--- src/rtl/id_ex_stage_pkg.sv ---
// Shared decode constants, ALU codes, B-source enum and the ID-side decode function
// for the ID/EX pipeline register.
package id_ex_stage_pkg;

  localparam logic [5:0] OP_RTYPE = 6'h00;
  localparam logic [5:0] OP_ADDI  = 6'h08;
  localparam logic [5:0] OP_SLTI  = 6'h0A;
  localparam logic [5:0] OP_ANDI  = 6'h0C;
  localparam logic [5:0] OP_ORI   = 6'h0D;
  localparam logic [5:0] OP_LW    = 6'h23;
  localparam logic [5:0] OP_SW    = 6'h2B;
  localparam logic [5:0] OP_BEQ   = 6'h04;
  localparam logic [5:0] OP_BNE   = 6'h05;

  localparam logic [5:0] FN_ADD = 6'h20;
  localparam logic [5:0] FN_SUB = 6'h22;
  localparam logic [5:0] FN_AND = 6'h24;
  localparam logic [5:0] FN_OR  = 6'h25;
  localparam logic [5:0] FN_NOR = 6'h27;
  localparam logic [5:0] FN_SLT = 6'h2A;

  localparam logic [3:0] ALU_ADD = 4'b0000;
  localparam logic [3:0] ALU_SUB = 4'b0001;
  localparam logic [3:0] ALU_AND = 4'b0010;
  localparam logic [3:0] ALU_NOR = 4'b0011;
  localparam logic [3:0] ALU_OR  = 4'b0100;
  localparam logic [3:0] ALU_SLT = 4'b0101;
  localparam logic [3:0] ALU_BEQ = 4'b0110;
  localparam logic [3:0] ALU_BNQ = 4'b0111;

  typedef enum logic [1:0] {BSRC_RT, BSRC_SEXT, BSRC_ZEXT} bsrc_e;

  typedef struct packed {
    logic regwrite;
    logic memread;
    logic memwrite;
    logic branch;
    logic illegal;
  } ctrl_t;

  typedef struct packed {
    logic [3:0] alu_ctrl;
    bsrc_e      bsrc;
    logic       dest_rd;
    ctrl_t      ctrl;
  } dec_t;

  // Undecodable encodings fall out as ADD / rt-source with only the illegal flag set.
  function automatic dec_t decode(input logic [5:0] op, input logic [5:0] fn);
    dec_t d;
    d = '0;
    case (op)
      OP_RTYPE: begin
        d.dest_rd       = 1'b1;
        d.ctrl.regwrite = 1'b1;
        case (fn)
          FN_ADD:  d.alu_ctrl = ALU_ADD;
          FN_SUB:  d.alu_ctrl = ALU_SUB;
          FN_AND:  d.alu_ctrl = ALU_AND;
          FN_NOR:  d.alu_ctrl = ALU_NOR;
          FN_OR:   d.alu_ctrl = ALU_OR;
          FN_SLT:  d.alu_ctrl = ALU_SLT;
          default: begin
            d.ctrl.regwrite = 1'b0;
            d.ctrl.illegal  = 1'b1;
          end
        endcase
      end
      OP_ADDI: begin d.alu_ctrl = ALU_ADD; d.bsrc = BSRC_SEXT; d.ctrl.regwrite = 1'b1; end
      OP_ANDI: begin d.alu_ctrl = ALU_AND; d.bsrc = BSRC_ZEXT; d.ctrl.regwrite = 1'b1; end
      OP_ORI:  begin d.alu_ctrl = ALU_OR;  d.bsrc = BSRC_ZEXT; d.ctrl.regwrite = 1'b1; end
      OP_SLTI: begin d.alu_ctrl = ALU_SLT; d.bsrc = BSRC_SEXT; d.ctrl.regwrite = 1'b1; end
      OP_LW: begin
        d.bsrc = BSRC_SEXT; d.ctrl.memread = 1'b1; d.ctrl.regwrite = 1'b1;
      end
      OP_SW:   begin d.bsrc = BSRC_SEXT; d.ctrl.memwrite = 1'b1; end
      OP_BEQ:  begin d.alu_ctrl = ALU_BEQ; d.ctrl.branch = 1'b1; end
      OP_BNE:  begin d.alu_ctrl = ALU_BNQ; d.ctrl.branch = 1'b1; end
      default: d.ctrl.illegal = 1'b1;
    endcase
    return d;
  endfunction

endpackage

--- src/rtl/id_ex_stage_fwd_mux.sv ---
// Single-operand forwarding selector: EX/MEM result, else MEM/WB result, else the
// registered operand. Register 0 never forwards.
module id_ex_stage_fwd_mux #(
  parameter int DW = 32,
  parameter int RW = 5
) (
  input  logic [RW-1:0] idx_i,
  input  logic [DW-1:0] reg_val_i,
  input  logic          exm_regwrite_i,
  input  logic [RW-1:0] exm_rd_i,
  input  logic [DW-1:0] exm_result_i,
  input  logic          mwb_regwrite_i,
  input  logic [RW-1:0] mwb_rd_i,
  input  logic [DW-1:0] mwb_result_i,
  output logic [DW-1:0] val_o
);

  logic exm_hit, mwb_hit;

  assign exm_hit = exm_regwrite_i && (exm_rd_i != '0) && (exm_rd_i == idx_i);
  assign mwb_hit = mwb_regwrite_i && (mwb_rd_i != '0) && (mwb_rd_i == idx_i);
  assign val_o   = exm_hit ? exm_result_i : (mwb_hit ? mwb_result_i : reg_val_i);

endmodule

--- src/rtl/id_ex_stage.sv ---
// ID/EX pipeline register with ALU-control decode, stall/flush and operand forwarding.
// Forwarding muxes are built only when ID_EX_FWD_EN is defined.
module id_ex_stage
  import id_ex_stage_pkg::*;
#(
  parameter int DW = 32,
  parameter int RW = 5
) (
  input  logic          clk,
  input  logic          rst_n,
  input  logic          id_valid,
  input  logic [5:0]    id_opcode,
  input  logic [5:0]    id_funct,
  input  logic [DW-1:0] id_rs_data,
  input  logic [DW-1:0] id_rt_data,
  input  logic [15:0]   id_imm,
  input  logic [RW-1:0] id_rs,
  input  logic [RW-1:0] id_rt,
  input  logic [RW-1:0] id_rd,
  input  logic          stall,
  input  logic          flush,
  input  logic          exm_regwrite,
  input  logic [RW-1:0] exm_rd,
  input  logic [DW-1:0] exm_result,
  input  logic          mwb_regwrite,
  input  logic [RW-1:0] mwb_rd,
  input  logic [DW-1:0] mwb_result,
  output logic          ex_valid,
  output logic [DW-1:0] alu_a,
  output logic [DW-1:0] alu_b,
  output logic [3:0]    alu_ctrl,
  output logic [DW-1:0] ex_store_data,
  output logic [RW-1:0] ex_dest,
  output logic          ex_regwrite,
  output logic          ex_memread,
  output logic          ex_memwrite,
  output logic          ex_branch,
  output logic          ex_illegal
);

  dec_t          dec;
  ctrl_t         ctrl_d;
  logic [RW-1:0] dest_d;
  logic [DW-1:0] bimm_d;

  logic          valid_q;
  ctrl_t         ctrl_q;
  logic [3:0]    alu_ctrl_q;
  bsrc_e         bsrc_q;
  logic [RW-1:0] dest_q, rs_q, rt_q;
  logic [DW-1:0] rs_data_q, rt_data_q, bimm_q;
  logic [DW-1:0] fwd_a, fwd_b;

  always_comb begin
    dec    = decode(id_opcode, id_funct);
    dest_d = dec.dest_rd ? id_rd : id_rt;
    ctrl_d = dec.ctrl;
    if (dest_d == '0) ctrl_d.regwrite = 1'b0;
    bimm_d = (dec.bsrc == BSRC_ZEXT) ? {{(DW-16){1'b0}}, id_imm}
                                     : {{(DW-16){id_imm[15]}}, id_imm};
  end

  // A bubble only needs to kill valid and the side-effecting controls; data may hold.
  always_ff @(posedge clk or negedge rst_n) begin
    if (!rst_n) begin
      valid_q    <= 1'b0;
      ctrl_q     <= '0;
      alu_ctrl_q <= ALU_ADD;
      bsrc_q     <= BSRC_RT;
      dest_q     <= '0;
      rs_q       <= '0;
      rt_q       <= '0;
      rs_data_q  <= '0;
      rt_data_q  <= '0;
      bimm_q     <= '0;
    end else if (flush || (!stall && !id_valid)) begin
      valid_q    <= 1'b0;
      ctrl_q     <= '0;
      alu_ctrl_q <= ALU_ADD;
    end else if (!stall) begin
      valid_q    <= 1'b1;
      ctrl_q     <= ctrl_d;
      alu_ctrl_q <= dec.alu_ctrl;
      bsrc_q     <= dec.bsrc;
      dest_q     <= dest_d;
      rs_q       <= id_rs;
      rt_q       <= id_rt;
      rs_data_q  <= id_rs_data;
      rt_data_q  <= id_rt_data;
      bimm_q     <= bimm_d;
    end
  end

`ifdef ID_EX_FWD_EN
  id_ex_stage_fwd_mux #(.DW(DW), .RW(RW)) u_fwd_rs (
    .idx_i(rs_q), .reg_val_i(rs_data_q),
    .exm_regwrite_i(exm_regwrite), .exm_rd_i(exm_rd), .exm_result_i(exm_result),
    .mwb_regwrite_i(mwb_regwrite), .mwb_rd_i(mwb_rd), .mwb_result_i(mwb_result),
    .val_o(fwd_a)
  );
  id_ex_stage_fwd_mux #(.DW(DW), .RW(RW)) u_fwd_rt (
    .idx_i(rt_q), .reg_val_i(rt_data_q),
    .exm_regwrite_i(exm_regwrite), .exm_rd_i(exm_rd), .exm_result_i(exm_result),
    .mwb_regwrite_i(mwb_regwrite), .mwb_rd_i(mwb_rd), .mwb_result_i(mwb_result),
    .val_o(fwd_b)
  );
`else
  assign fwd_a = rs_data_q;
  assign fwd_b = rt_data_q;
  logic unused_fwd;
  assign unused_fwd = ^{exm_regwrite, exm_rd, exm_result, mwb_regwrite, mwb_rd, mwb_result,
                        rs_q, rt_q};
`endif

  assign alu_a         = fwd_a;
  assign alu_b         = (bsrc_q == BSRC_RT) ? fwd_b : bimm_q;
  assign ex_store_data = fwd_b;
  assign alu_ctrl      = alu_ctrl_q;
  assign ex_valid      = valid_q;
  assign ex_dest       = dest_q;
  assign ex_regwrite   = ctrl_q.regwrite;
  assign ex_memread    = ctrl_q.memread;
  assign ex_memwrite   = ctrl_q.memwrite;
  assign ex_branch     = ctrl_q.branch;
  assign ex_illegal    = ctrl_q.illegal;

endmodule

--- config.mk ---
export PLATFORM = sky130hd
export DESIGN_NAME = id_ex_stage
export DESIGN_NICKNAME = d
export VERILOG_FILES = /design/src/rtl/id_ex_stage_pkg.sv /design/src/rtl/id_ex_stage_fwd_mux.sv /design/src/rtl/id_ex_stage.sv
export SDC_FILE = /design/constraint.sdc
export NUM_CORES = 1
export LEC_CHECK = 0
export CAP_MARGIN = 10
export CELL_PAD_IN_SITES_DETAIL_PLACEMENT = 0
export CELL_PAD_IN_SITES_GLOBAL_PLACEMENT = 1
export CORE_AREA = 3 3 146 148
export CTS_CLUSTER_DIAMETER = 50
export DETAILED_ROUTE_END_ITERATION = 8
export DIE_AREA = 0 0 149 151
export GPL_TIMING_DRIVEN = 0
export PLACE_DENSITY = 0.76
export SYNTH_ARGS = -nofsm -noshare
export SYNTH_HDL_FRONTEND = slang
export SYNTH_SLANG_ARGS = --single-unit
export TNS_END_PERCENT = 20
--- constraint.sdc ---
create_clock -name clk -period 1.3 [get_ports clk]
set_input_delay 0.195 -clock clk [delete_from_list [all_inputs] [get_ports clk]]
set_output_delay 0.195 -clock clk [all_outputs]
set_load 0.05 [all_outputs]
==> out/qor.txt <==
Std cell rows = 52
Max Clk Rate = 536 MHz
Cell mode on critical path = buf_12
Syn. warnings = 0
Fin crit share = 144%
Die extent in y = 151 um
Crit-path slowest cell = dfrtp_1
Max FO, Critical Path = 6
Mux share of post-synthesis cell area = 6.28%
Post-route ant nets = 0
Crit path kind = register to primary output
Chip Width = 149 um
Area leader, netlist = dfrtp_1
Die area = 0.0225 sq mm
Initial Util = 21.8%
Hpwl dp = 11.3 mm
Clock skew = 0 ps
Type of the most critical hold path = input pin to register
Worst-Skew Late Latency = 350 ps
Fillers = 2101
Setup-failing EPs final = 36
Drt first pass iters = 4
Static Leak = 3.77 nW
Top-count cell post-synth = nand2_1
Number of synthesized flops with an enable pin = 0
Root buffer cell = clkbuf_16
Syn nets = 676
Simple-Gate Fraction of Synth Area = 26.5%
Initial antenna violation count = 2
Inserted Diodes = 0
Top post-synthesis cells by area = dfrtp_1 55%, nand2_1 22%, mux2_2 4.3%, a21o_1 2.7%, buf_2 1.6%
Tmin final = 1870 ps
Layout area overhead = 66.0%
CP Cell Sequence = nor2_4, buf_12, nor2b_4, buf_12, buf_8, a21o_4, buf_6
Setup WS post-layout = -566 ps
CTS tree = done
Vias in the first global route = 4141
Adder-cell share of the synthesized area = 0%
GPL Wtd Cong = 0.802
Yosys cell types = 43
Largest family of logic cells by synthesized area = simple AND/OR/NAND/NOR gates
Core Area = 0.0202 sq mm
GR Util All Layers = 13.4%
Worst Path Buf+Inv = 4
Top delay family on crit path = buffers and inverters
RSZ-0062 raised after global routing = true
CTS Buf Count = 9
Async SR Flop Fraction = 100%
Drt initial violations = 200
Final Hold Vio Count = 0
Gr ovfl total = 0
Max stage delay on crit path = 410 ps
Final Max Slew Viols = 0
Post-route insts no fill = 995
Pwr dens = 1500 mW/mm^2
Cell Area, Synth = 0.00440 sq mm
Hold Slack = 197 ps
Max-cap violations = 0
Critical R2R Launch = ex_regwrite$_DFFE_PN0P_
Port buffer count = 213
WP data required = 1110 ps
Worst-path clk slew = 70 ps
Yosys reg bits = 97
Fin nets = 908
Worst-case clock buffer depth = 2
Post-synth top flop = dfrtp_1
Worst-Margin Slew = 535 ps
H-tree Lvls = 3
DRC = 0
Slew HR = 64.3%
Status = finished, violations left
CP startpoint kind = register
Synthesized area per cell = 9.03 sq um
Synth Area in XOR/XNOR = 0.199%
Layout cells sized above 1 = 28.4%
Worst path arrival time = 1670 ps
First-pass GRT wire length = 23.4 mm
HP Start = id_opcode[2]
Register area share after synthesis = 55.1%
Commonest cells in the netlist = 257 x nand2_1, 97 x dfrtp_1, 17 x mux2_2
Worst vdd ir = 0.000546 V
Pin count of the biggest net entering global routing = 62
Post-synthesis cell count = 488
CP Capture Type = primary output
Area share of the largest cell type after synthesis = 55.1%
Wire per inst = 15.6 um
Compound-Gate Fraction of Synth Area = 7.56%
Failing checks = setup timing
CP Launch Point = bsrc_q[0]$_DFFE_PN0P_
Io pins = 299
Post-Route WL = 15.5 mm
Via-to-Cell Ratio = 4.11
Vias = 4087
CTS Sinks = 97
Placed insts = 972
[layer usage]
| layer | GRT usage [%] | part of all wire, % | vias to the layer above |
|---|---|---|---|
| met4 | 4.21 | 1.4 | 4 |
| met3 | 3.56 | 6.7 | 16 |
| li1 | - | - | 2027 |
| met2 | 21.5 | 47 | 130 |
| met1 | 17.7 | 45 | 1910 |
| met5 | 0 | 0.18 | - |
[kinds of logic after synthesis]
group                  count (synthesis)
AND/OR/NAND/NOR                      288
flip-flops                            97
AO/OA/AOI/OAI                         44
buffers and inverters                 32
multiplexers                          25
XOR/XNOR                               1
other                                  1
[through the flow]
| step | TNS (ps) | power, mW | setup WS [ps] | area (sq um) | utilization [%] |
|---|---|---|---|---|---|
| 4_1_cts | -17930 | 11.2 | -604 | 7400 | 36.7 |
| 2_1_floorplan | -1930 | 6.57 | -80.0 | 4550 | - |
| 3_3_place_gp | -509270 | 8.27 | -4110 | 7020 | 34.8 |
| 6_report | -16550 | 11.0 | -566 | 7310 | 36.2 |
| 3_5_place_dp | -108040 | 8.31 | -1090 | 7040 | 34.9 |
| 5_1_grt | -18670 | 11.5 | -625 | 7310 | 36.2 |
[state kept, by name (all words and copies together) (netlist names), 2 cells and up]
name and cells:
alu_a 32, ex_store_data 32, bimm_q 17, ex_dest 5, alu_ctrl 3, bsrc_q 2
[area by class of cell]
cell class	count	area [sq um]	share of cell area, %
plain buffers	28	226	3.10
clock buffers	10	239	3.27
clock inverters	6	75.1	1.03
inverters	2	7.51	0.103
multi-input cells	359	1980	27.1
flip-flops and latches	97	2430	33.2
well taps	270	338	4.62
repair buffers	223	2020	27.6
[report_power, final]
| part | total (mW) | internal [mW] | switching (mW) |
|---|---|---|---|
| sequential | 3.73 | 3.45 | 0.276 |
| clock | 2.86 | 1.58 | 1.28 |
| combinational | 4.40 | 1.52 | 2.88 |
| total | 11.0 | 6.54 | 4.44 |
[final timing paths]
kind / slack [ps] / to / cells after the start
setup / recovery: -570 / alu_b[23] / 7
hold / removal: 200 / bsrc_q[0]$_DFFE_PN0P_ / 3
setup reg to reg: 580 / ex_regwrite$_DFFE_PN0P_ / 1
hold reg to reg: 470 / alu_a[3]$_DFFE_PN0P_ / 2
max in group asynchronous: 200 / alu_a[28]$_DFFE_PN0P_ / 3
min in group asynchronous: 370 / ex_store_data[5]$_DFFE_PN0P_ / 2
[layout by cell type, fill, tap and decap left out, types with 4 or more instances in the layout]
cell type / netlist / routed
a21o_4: 0 / 11
clkbuf_16: 0 / 10
buf_8: 0 / 8
a21o_1: 16 / 5
clkdlybuf4s15_2: 0 / 9
buf_2: 14 / 76
a32o_1: 4 / 4
nand2_1: 257 / 257
o21ai_0: 10 / 9
buf_4: 1 / 9
clkbuf_2: 0 / 4
mux2i_1: 7 / 7
buf_12: 0 / 5
buf_6: 6 / 32
nor2_1: 9 / 6
clkdlybuf4s50_1: 0 / 96
dfrtp_1: 97 / 97
mux2_4: 1 / 17
[worst min-delay path, cell delays in order]
cell and delay [ps]:
buf_6 110, a211o_1 140, o21ai_1 60
[repair_timing]
item                                    in CTS  in global routing
hold buffers                                 1                  0
pin swaps                                    1                  0
hold endpoints to repair                    36                  0
gates cloned                                 1                  1
endpoints found under the setup margin     206                121
gates resized for setup                    592                 55
setup buffers                                7                  1
(Power assumes the default switching activity.)
